File: config.mk
export PLATFORM = sky130hd
export DESIGN_NAME = kbd_decode
export DESIGN_NICKNAME = d
export VERILOG_FILES = /design/src/rtl/kbd_decode.sv
export SDC_FILE = /design/constraint.sdc
export NUM_CORES = 1
export LEC_CHECK = 0
export CORE_MARGIN = 5
export CORE_UTILIZATION = 41
export DETAILED_ROUTE_END_ITERATION = 12
export DONT_BUFFER_PORTS = 1
export PLACE_DENSITY = 0.64
export SYNTH_ARGS = -nofsm -noshare
export SYNTH_HDL_FRONTEND = slang
export SYNTH_SLANG_ARGS = --single-unit
File: constraint.sdc
create_clock -name clk -period 3.2 [get_ports clk]
set_clock_uncertainty 0.05 [all_clocks]
set_input_delay 0.8 -clock clk [delete_from_list [all_inputs] [get_ports clk]]
set_output_delay 0.8 -clock clk [all_outputs]
set_load 0.05 [all_outputs]
File: src/rtl/kbd_decode.sv
// PS/2 set-2 scan code decoder with modifier tracking and an ASCII output FIFO.
// First-word-fall-through queue; sticky overflow flag for dropped characters.
module kbd_decode #(
    parameter int FIFO_DEPTH = 8
) (
    input  logic       clk,
    input  logic       rst,
    input  logic [7:0] scan_in,
    input  logic       scan_vld,
    input  logic       rd,
    input  logic       clr_ovf,
    output logic [7:0] ascii_out,
    output logic       rdy,
    output logic       caps_led,
    output logic       ovf
);

    localparam int AW = $clog2(FIFO_DEPTH);

    typedef enum logic [1:0] {
        IDLE,
        BRK,
        EXT,
        EXT_BRK
    } state_t;

    state_t          state;
    logic            lshift;
    logic            rshift;
    logic            caps;
    logic            caps_held;
    logic            ovf_q;
    logic [7:0]      mem [FIFO_DEPTH];
    logic [AW-1:0]   wptr;
    logic [AW-1:0]   rptr;
    logic [AW:0]     count;

    logic            push;
    logic [7:0]      push_ch;
    logic [8:0]      xl;
    logic            empty;
    logic            full;
    logic            do_pop;
    logic            do_push;
    logic            drop;
    logic            discard;

    // Returns {hit, ascii}; hit=0 when the make code has no printable mapping.
    function automatic logic [8:0] xlate(
        input logic [7:0] code,
        input logic       sh,
        input logic       cp
    );
        logic [4:0] li;
        logic       lhit;
        logic [3:0] di;
        logic       dhit;
        logic [7:0] dsh;
        logic [8:0] r;
        li   = '0;
        lhit = 1'b1;
        di   = '0;
        dhit = 1'b1;
        dsh  = '0;
        r    = '0;
        case (code)
            8'h1C: li = 5'd0;
            8'h32: li = 5'd1;
            8'h21: li = 5'd2;
            8'h23: li = 5'd3;
            8'h24: li = 5'd4;
            8'h2B: li = 5'd5;
            8'h34: li = 5'd6;
            8'h33: li = 5'd7;
            8'h43: li = 5'd8;
            8'h3B: li = 5'd9;
            8'h42: li = 5'd10;
            8'h4B: li = 5'd11;
            8'h3A: li = 5'd12;
            8'h31: li = 5'd13;
            8'h44: li = 5'd14;
            8'h4D: li = 5'd15;
            8'h15: li = 5'd16;
            8'h2D: li = 5'd17;
            8'h1B: li = 5'd18;
            8'h2C: li = 5'd19;
            8'h3C: li = 5'd20;
            8'h2A: li = 5'd21;
            8'h1D: li = 5'd22;
            8'h22: li = 5'd23;
            8'h35: li = 5'd24;
            8'h1A: li = 5'd25;
            default: lhit = 1'b0;
        endcase
        case (code)
            8'h45: di = 4'd0;
            8'h16: di = 4'd1;
            8'h1E: di = 4'd2;
            8'h26: di = 4'd3;
            8'h25: di = 4'd4;
            8'h2E: di = 4'd5;
            8'h36: di = 4'd6;
            8'h3D: di = 4'd7;
            8'h3E: di = 4'd8;
            8'h46: di = 4'd9;
            default: dhit = 1'b0;
        endcase
        case (di)
            4'd0:    dsh = 8'h29;
            4'd1:    dsh = 8'h21;
            4'd2:    dsh = 8'h40;
            4'd3:    dsh = 8'h23;
            4'd4:    dsh = 8'h24;
            4'd5:    dsh = 8'h25;
            4'd6:    dsh = 8'h5E;
            4'd7:    dsh = 8'h26;
            4'd8:    dsh = 8'h2A;
            default: dsh = 8'h28;
        endcase
        if (lhit) begin
            r = {1'b1, ((sh ^ cp) ? 8'h41 : 8'h61) + {3'b000, li}};
        end else if (dhit) begin
            r = {1'b1, sh ? dsh : (8'h30 + {4'b0000, di})};
        end else begin
            case (code)
                8'h29:   r = 9'h120;
                8'h5A:   r = 9'h10D;
                8'h66:   r = 9'h108;
                8'h0D:   r = 9'h109;
                default: r = 9'h000;
            endcase
        end
        return r;
    endfunction

    always_comb begin
        xl      = xlate(scan_in, lshift | rshift, caps);
        push    = 1'b0;
        push_ch = 8'h00;
        discard = 1'b0;
        case (scan_in)
            8'h00, 8'hAA, 8'hFA,
            8'hFC, 8'hFE, 8'hFF: discard = 1'b1;
            default:             discard = 1'b0;
        endcase
        if (scan_vld && state == IDLE && xl[8]) begin
            push    = 1'b1;
            push_ch = xl[7:0];
        end else if (scan_vld && state == EXT && scan_in == 8'h5A) begin
            push    = 1'b1;
            push_ch = 8'h0D;
        end
    end

    assign empty   = (count == '0);
    assign full    = (count == (AW+1)'(FIFO_DEPTH));
    assign do_pop  = rd && !empty;
    // A full queue still accepts a push when the head leaves on the same edge.
    assign do_push = push && (!full || do_pop);
    assign drop    = push && full && !do_pop;

    always_ff @(posedge clk or negedge rst) begin
        if (!rst) begin
            state     <= IDLE;
            lshift    <= 1'b0;
            rshift    <= 1'b0;
            caps      <= 1'b0;
            caps_held <= 1'b0;
        end else if (scan_vld) begin
            if (discard) begin
                state <= IDLE;
            end else if (scan_in == 8'hE0) begin
                state <= EXT;
            end else if (scan_in == 8'hF0) begin
                if (state == EXT || state == EXT_BRK) state <= EXT_BRK;
                else                                  state <= BRK;
            end else begin
                case (state)
                    IDLE: begin
                        if (scan_in == 8'h12) lshift <= 1'b1;
                        if (scan_in == 8'h59) rshift <= 1'b1;
                        if (scan_in == 8'h58) begin
                            if (!caps_held) caps <= ~caps;
                            caps_held <= 1'b1;
                        end
                    end
                    BRK: begin
                        if (scan_in == 8'h12) lshift    <= 1'b0;
                        if (scan_in == 8'h59) rshift    <= 1'b0;
                        if (scan_in == 8'h58) caps_held <= 1'b0;
                    end
                    default: ;
                endcase
                state <= IDLE;
            end
        end
    end

    always_ff @(posedge clk or negedge rst) begin
        if (!rst) begin
            wptr  <= '0;
            rptr  <= '0;
            count <= '0;
            ovf_q <= 1'b0;
        end else begin
            if (do_push) wptr <= wptr + AW'(1);
            if (do_pop)  rptr <= rptr + AW'(1);
            if (do_push && !do_pop)      count <= count + (AW+1)'(1);
            else if (do_pop && !do_push) count <= count - (AW+1)'(1);
            if (drop)         ovf_q <= 1'b1;
            else if (clr_ovf) ovf_q <= 1'b0;
        end
    end

    always_ff @(posedge clk) begin
        if (do_push) mem[wptr] <= push_ch;
    end

    assign ascii_out = empty ? 8'h00 : mem[rptr];
    assign rdy       = !empty;
    assign caps_led  = caps;
    assign ovf       = ovf_q;

endmodule
# Word level (Yosys, flattened, before mapping)
# Memories as Yosys holds them, arrays and structs flattened.
# Cells that the tools add are included.
[classes]
n_bitwise = 7
reduce_logical = 29
eq_ne = 60
order_cmp = 0
mul = 0
shift = 0
addsub = 6
div_mod_pow = 0
mux = 34
[op_table]
columns = ["operator", "count"]
rows = [
  ["$eq 8x6->1 const B", 23],
  ["$pmux 5 s25", 1],
  ["$eq 8x7->1 const B", 11],
  ["$eq 8x5->1 const B", 8],
  ["$eq 8x8->1 const B", 7],
  ["$pmux 4 s9", 1],
  ["$pmux 9 s4", 1],
  ["$reduce_and 7->1", 4],
  ["$reduce_or 26->1", 1],
  ["$mux 8", 3],
  ["$mux 9", 2],
  ["$mux 1", 15],
  ["$mux 4", 3],
  ["$logic_and 1x1->1", 10],
  ["$reduce_or 10->1", 1],
  ["$add 7x5->8", 1],
  ["$eq 8x4->1 const B", 1],
  ["$logic_not 8->1", 1],
  ["$mux 2", 4],
  ["$add 6x4->7 const A", 1],
  ["$add 3x1->3 const B", 2],
  ["$mux 6", 1],
  ["$ne 2x1->1 const B", 3],
  ["$ne 2x2->1 const B", 3],
  ["15 further kinds", 28],
]
[totals]
register_bits = 17
out_inout_bits = 11
mem_count = 2
romBits = 112
ram_bits = 64
latch_bits = 0
elab_cells = 147
in_bits = 13
[memory_table]
columns = ["memory", "depth", "word_bits", "rd", "rd_ports_with_merged_regs", "wr", "line_no", "source"]
rows = [
  ["(no name shown)", 16, 7, 1, 0, 0, "108", "case (di)"],
  ["mem", 8, 8, 1, 0, 1, "33", "logic [7:0] mem [FIFO_DEPTH];"],
]

# Longest topological paths before layout
[depth]
depth_word = 13
depth_mapped = 16
mapped_depth_nobuf = 13

# Least setup slack after synthesis
# No wires, ideal clock.
[synth_timing]
path_kind = "input port to flip-flop"
startpoint = "input port scan_in[7]"
endpoint = "memory mem[2][0] (enable)"
setup_ps = 395
required_time_ps = 2755
stages = 8
arrival_ps = 3125
slack_ps = -369
n_path_buf = 1
cell_sequence = "buf_4 or4b_4 o32ai_4 a31oi_2 nand3_2 o21bai_2 and2_4 nor4_1"
[synth_via]
elab_chain_len = 10
elab_cells_between_ends = 54
cone_classes = "eq/ne: 40; mux: 9; reduce/logical: 5"
[synth_lines]
columns = ["item", "line_no", "source"]
rows = [
  ["from (decl)", "8", "input logic [7:0] scan_in,"],
  ["$eq 8x7->1, or another cell as far along", "95", "case (code)"],
  ["$reduce_or 10->1 (no source line)", "-", ""],
  ["$mux 1", "95", ""],
  ["$mux 9", "122", "end else if (dhit) begin"],
  ["$mux 9", "120", "if (lhit) begin"],
  ["$logic_and 1x1->1", "146", "if (scan_vld && state == IDLE && xl[8]) begin"],
  ["$mux 1 (*)", "146", ""],
  ["$logic_and 1x1->1 (*)", "159", "assign do_push = push && (!full || do_pop);"],
  ["$mux 1 (*)", "216", "if (do_push) mem[wptr] <= push_ch;"],
  ["$mux 1 (not written as such) (*)", "216", ""],
  ["to (decl)", "33", ""],
]
# Every way passes the cells marked *; elsewhere a longest branch is shown, timed or not.

# Worst setup path after layout
[layout_timing]
startpoint = "register rptr[0]"
endpoint = "output port ascii_out[1]"
[layout_via]
elab_chain_len = 2
[layout_lines]
columns = ["item", "line_no", "source"]
rows = [
  ["from (decl)", "35", "logic [AW-1:0] rptr;"],
  ["from (signal assigned)", "207", "if (do_pop) rptr <= rptr + AW'(1);"],
  ["$mem_v2 8x8", "-", ""],
  ["$mux 8", "219", "assign ascii_out = empty ? 8'h00 : mem[rptr];"],
  ["to (decl)", "12", "output logic [7:0] ascii_out,"],
]
# Every way passes these cells.

==> impl_results.md <==
* Dominant synthesized flop cell: edfxtp_1
* Die ar. at 13,400 um^2
* H-tree levels at 3
* CP Capture Type: primary output
* Post-layout minimum cycle time at 2.92 ns
* Synth warn at 0
* Final worst-path cycle share at 0.913
* Synth-to-Final Area Change at 16.3%
* Cells after Synth at 364
* Global Route Usage Sum at 0.168
* Post-synthesis cell type count at 74
* DRC viols at 0
* Worst Hold Class: input port to async pin
* PD cells at 673 nW/um^2
* Antenna violations before repair at 0
* Setup crit start kind: flip-flop
* Worst slew margin relative to its limit at 0.577
* Endpoints failing hold at 0
* Final net count at 424
* Num CTS Buffers at 9
* Area leader, netlist: edfxtp_1
* Final HPWL DP at 7.43 mm
* Maxcap violations at 0
* Via count at 3,189
* Initial Utilization at 0.421
* Iter 0 DRT Violations at 249
* First-pass GRT wire length at 17.2 mm
* Count leader, synth: edfxtp_1
* Maximum VDD drop at 0.480 mV
* Post-synth EDFFs at 64
* Setup WS post-layout at 0.280 ns
* Routed len/inst at 18.8 um
* Final wirelength at 10.3 mm
* Final Core Density at 0.489
* Hold-fix buffers, CTS at 0
* RD Place Congestion at 0.916
* Layout cell share with drive strength beyond 1 at 0.264
* RSZ-0062 raised after global routing: no
* I/O pin count at 24
* Seq/Total Area, Yosys at 0.512
* DIE HEIGHT at 116 um
* Synth top cells by count: edfxtp_1 (64), nor2_1 (26), a21oi_1 (18), nand2_1 (18), dfrtp_1 (17)
* Post-CTS setup buffers at 0
* Leakage at 1.92 nW
* Crit path max fanout at 10
* Pre-CTS setup slack at -0.0842 ns
* F_max at 342 MHz
* Synth top area share at 0.420
* Initial DRT Pass Iterations at 5
* Vias in the first global route at 3,293
* Count of input and output buffers at 0
* CTS Root Cell: clkbuf_8
* Register area at 2350 um^2
* # diodes at 0
* Syn Area/Cell at 12.6 um^2
* Clock Path Buffers at 2
* Via/cell ratio at 5.81
* Cell row count at 38
* Post-cts sizing count at 0
* GRT Residual Overflow at 0
* Synth area leaders: edfxtp_1 (42%), dfrtp_1 (9.3%), mux4_2 (7.9%), nor2_1 (2.1%), a21oi_1 (2.0%)
* FFs w/ async S/R, synth at 0.210
* Clock latency on the worst-skew pair at 0.35 ns
* Core area at 10,900 um^2
* Fillers at 954
* Worst-path clk slew at 0.08 ns
* Worst setup path class: flip-flop to primary output
* Crit path arrival time at 2.07 ns
* Min Hold Slack at 0.0903 ns
* Mapped Area at 4580 um^2
* Largest net degree at the start of global routing at 28
* Multi-input gate area at 2150 um^2
* Critical Path RT at 2.35 ns
* Slew @ Worst Pin at 0.628 ns
* Status: finished, final reports clean
* Final ANT Viol Nets at 0
* Final setup viols at 0
* Register bit total from synthesis at 81
* Sink Count at 81
* CTS tree: yes
* Max-slew violation count at 0
* Die X at 116 um
[final timing paths]
check	start	end	slack, ns	cells past startpoint
worst max-delay path	rptr[0]	ascii_out[1]	0.28	5
worst min-delay path	rst	wptr[0]	0.09	0
worst max register to register	count[1]	count[3]	0.50	11
worst min register to register	caps_held	caps_held	0.46	1
max in group asynchronous	rst	ovf	2.94	0
min in group clk	caps_held	caps_held	0.46	1
[placed cells by master, fill, tap and decap left out, types with 14 or more instances in the layout]
cell type  Yosys  routed
dfrtp_1       17      17
nand2_1       18      18
edfxtp_1      64      64
a21oi_1       18      17
nand3_1       14      14
buf_4          3      45
mux4_2        16      16
nor2_1        26      26
[logic make-up (layout without fill, tap and decap cells)]
kind of cell	after synthesis	after routing	share of synthesized area
fa+ha+maj	7	7	0.0208
other cells	1	8	0.000819
compound gates	67	67	0.110
simple gates	126	126	0.176
xor+xnor	16	16	0.0306
buf+inv	36	74	0.0393
mux	30	30	0.111
flops	81	81	0.512
[state kept, by name (all words and copies together), names as in the netlist]
signal	flops
rptr	3
caps_held	1
caps_led	1
wptr	3
count	4
mem	64
ovf	1
lshift	1
rshift	1
state	2
[cell type report]
cell class                      count  share of cell area
Clock inverter                      6              0.0169
Inverter                           10             0.00752
Sequential cell                    81               0.441
Multi-Input combinational cell    254               0.403
Clock buffer                       10              0.0240
Tap cell                          140              0.0329
Timing Repair Buffer               48              0.0747
[worst max-delay path: stages, from the launching register on]
cell and delay (ns):
dfrtp_1 0.49, buf_4 0.30, mux4_2 0.53, mux2i_1 0.15, nor2_1 0.06, buf_4 0.18
[where the power goes]
group          leakage [nW]  switching, W  internal, W  total (W)
registers             0.805      0.000160      0.00123    0.00139
logic                  1.01      0.000782     0.000604    0.00139
clock network         0.107      0.000365     0.000442   0.000807
total                  1.92       0.00131      0.00228    0.00359
[per-layer routing]
| layer | up-vias | wire length (um) | GRT usage | share of wire |
|---|---|---|---|---|
| met3 | 25 | 575 | 0.0402 | 0.056 |
| met1 | 1574 | 4420 | 0.218 | 0.43 |
| met2 | 99 | 5030 | 0.275 | 0.49 |
| met5 | - | 0 | 0 | 0 |
| met4 | 0 | 278 | 0.0611 | 0.027 |
| li1 | 1491 | - | - | - |
[through the flow]
step	setup TNS [ns]	cell area (um^2)	total power (W)	std cells
after detailed placement	-0.0842	5110	0.00282	533
after floorplan	-0.156	4700	0.00245	371
after CTS	0	5330	0.00363	549
after global routing	0	5330	0.00379	549
final	0	5330	0.00359	549
after global placement	-0.0552	5110	0.00278	533
Note: power is estimated with default switching activity, not from simulation.
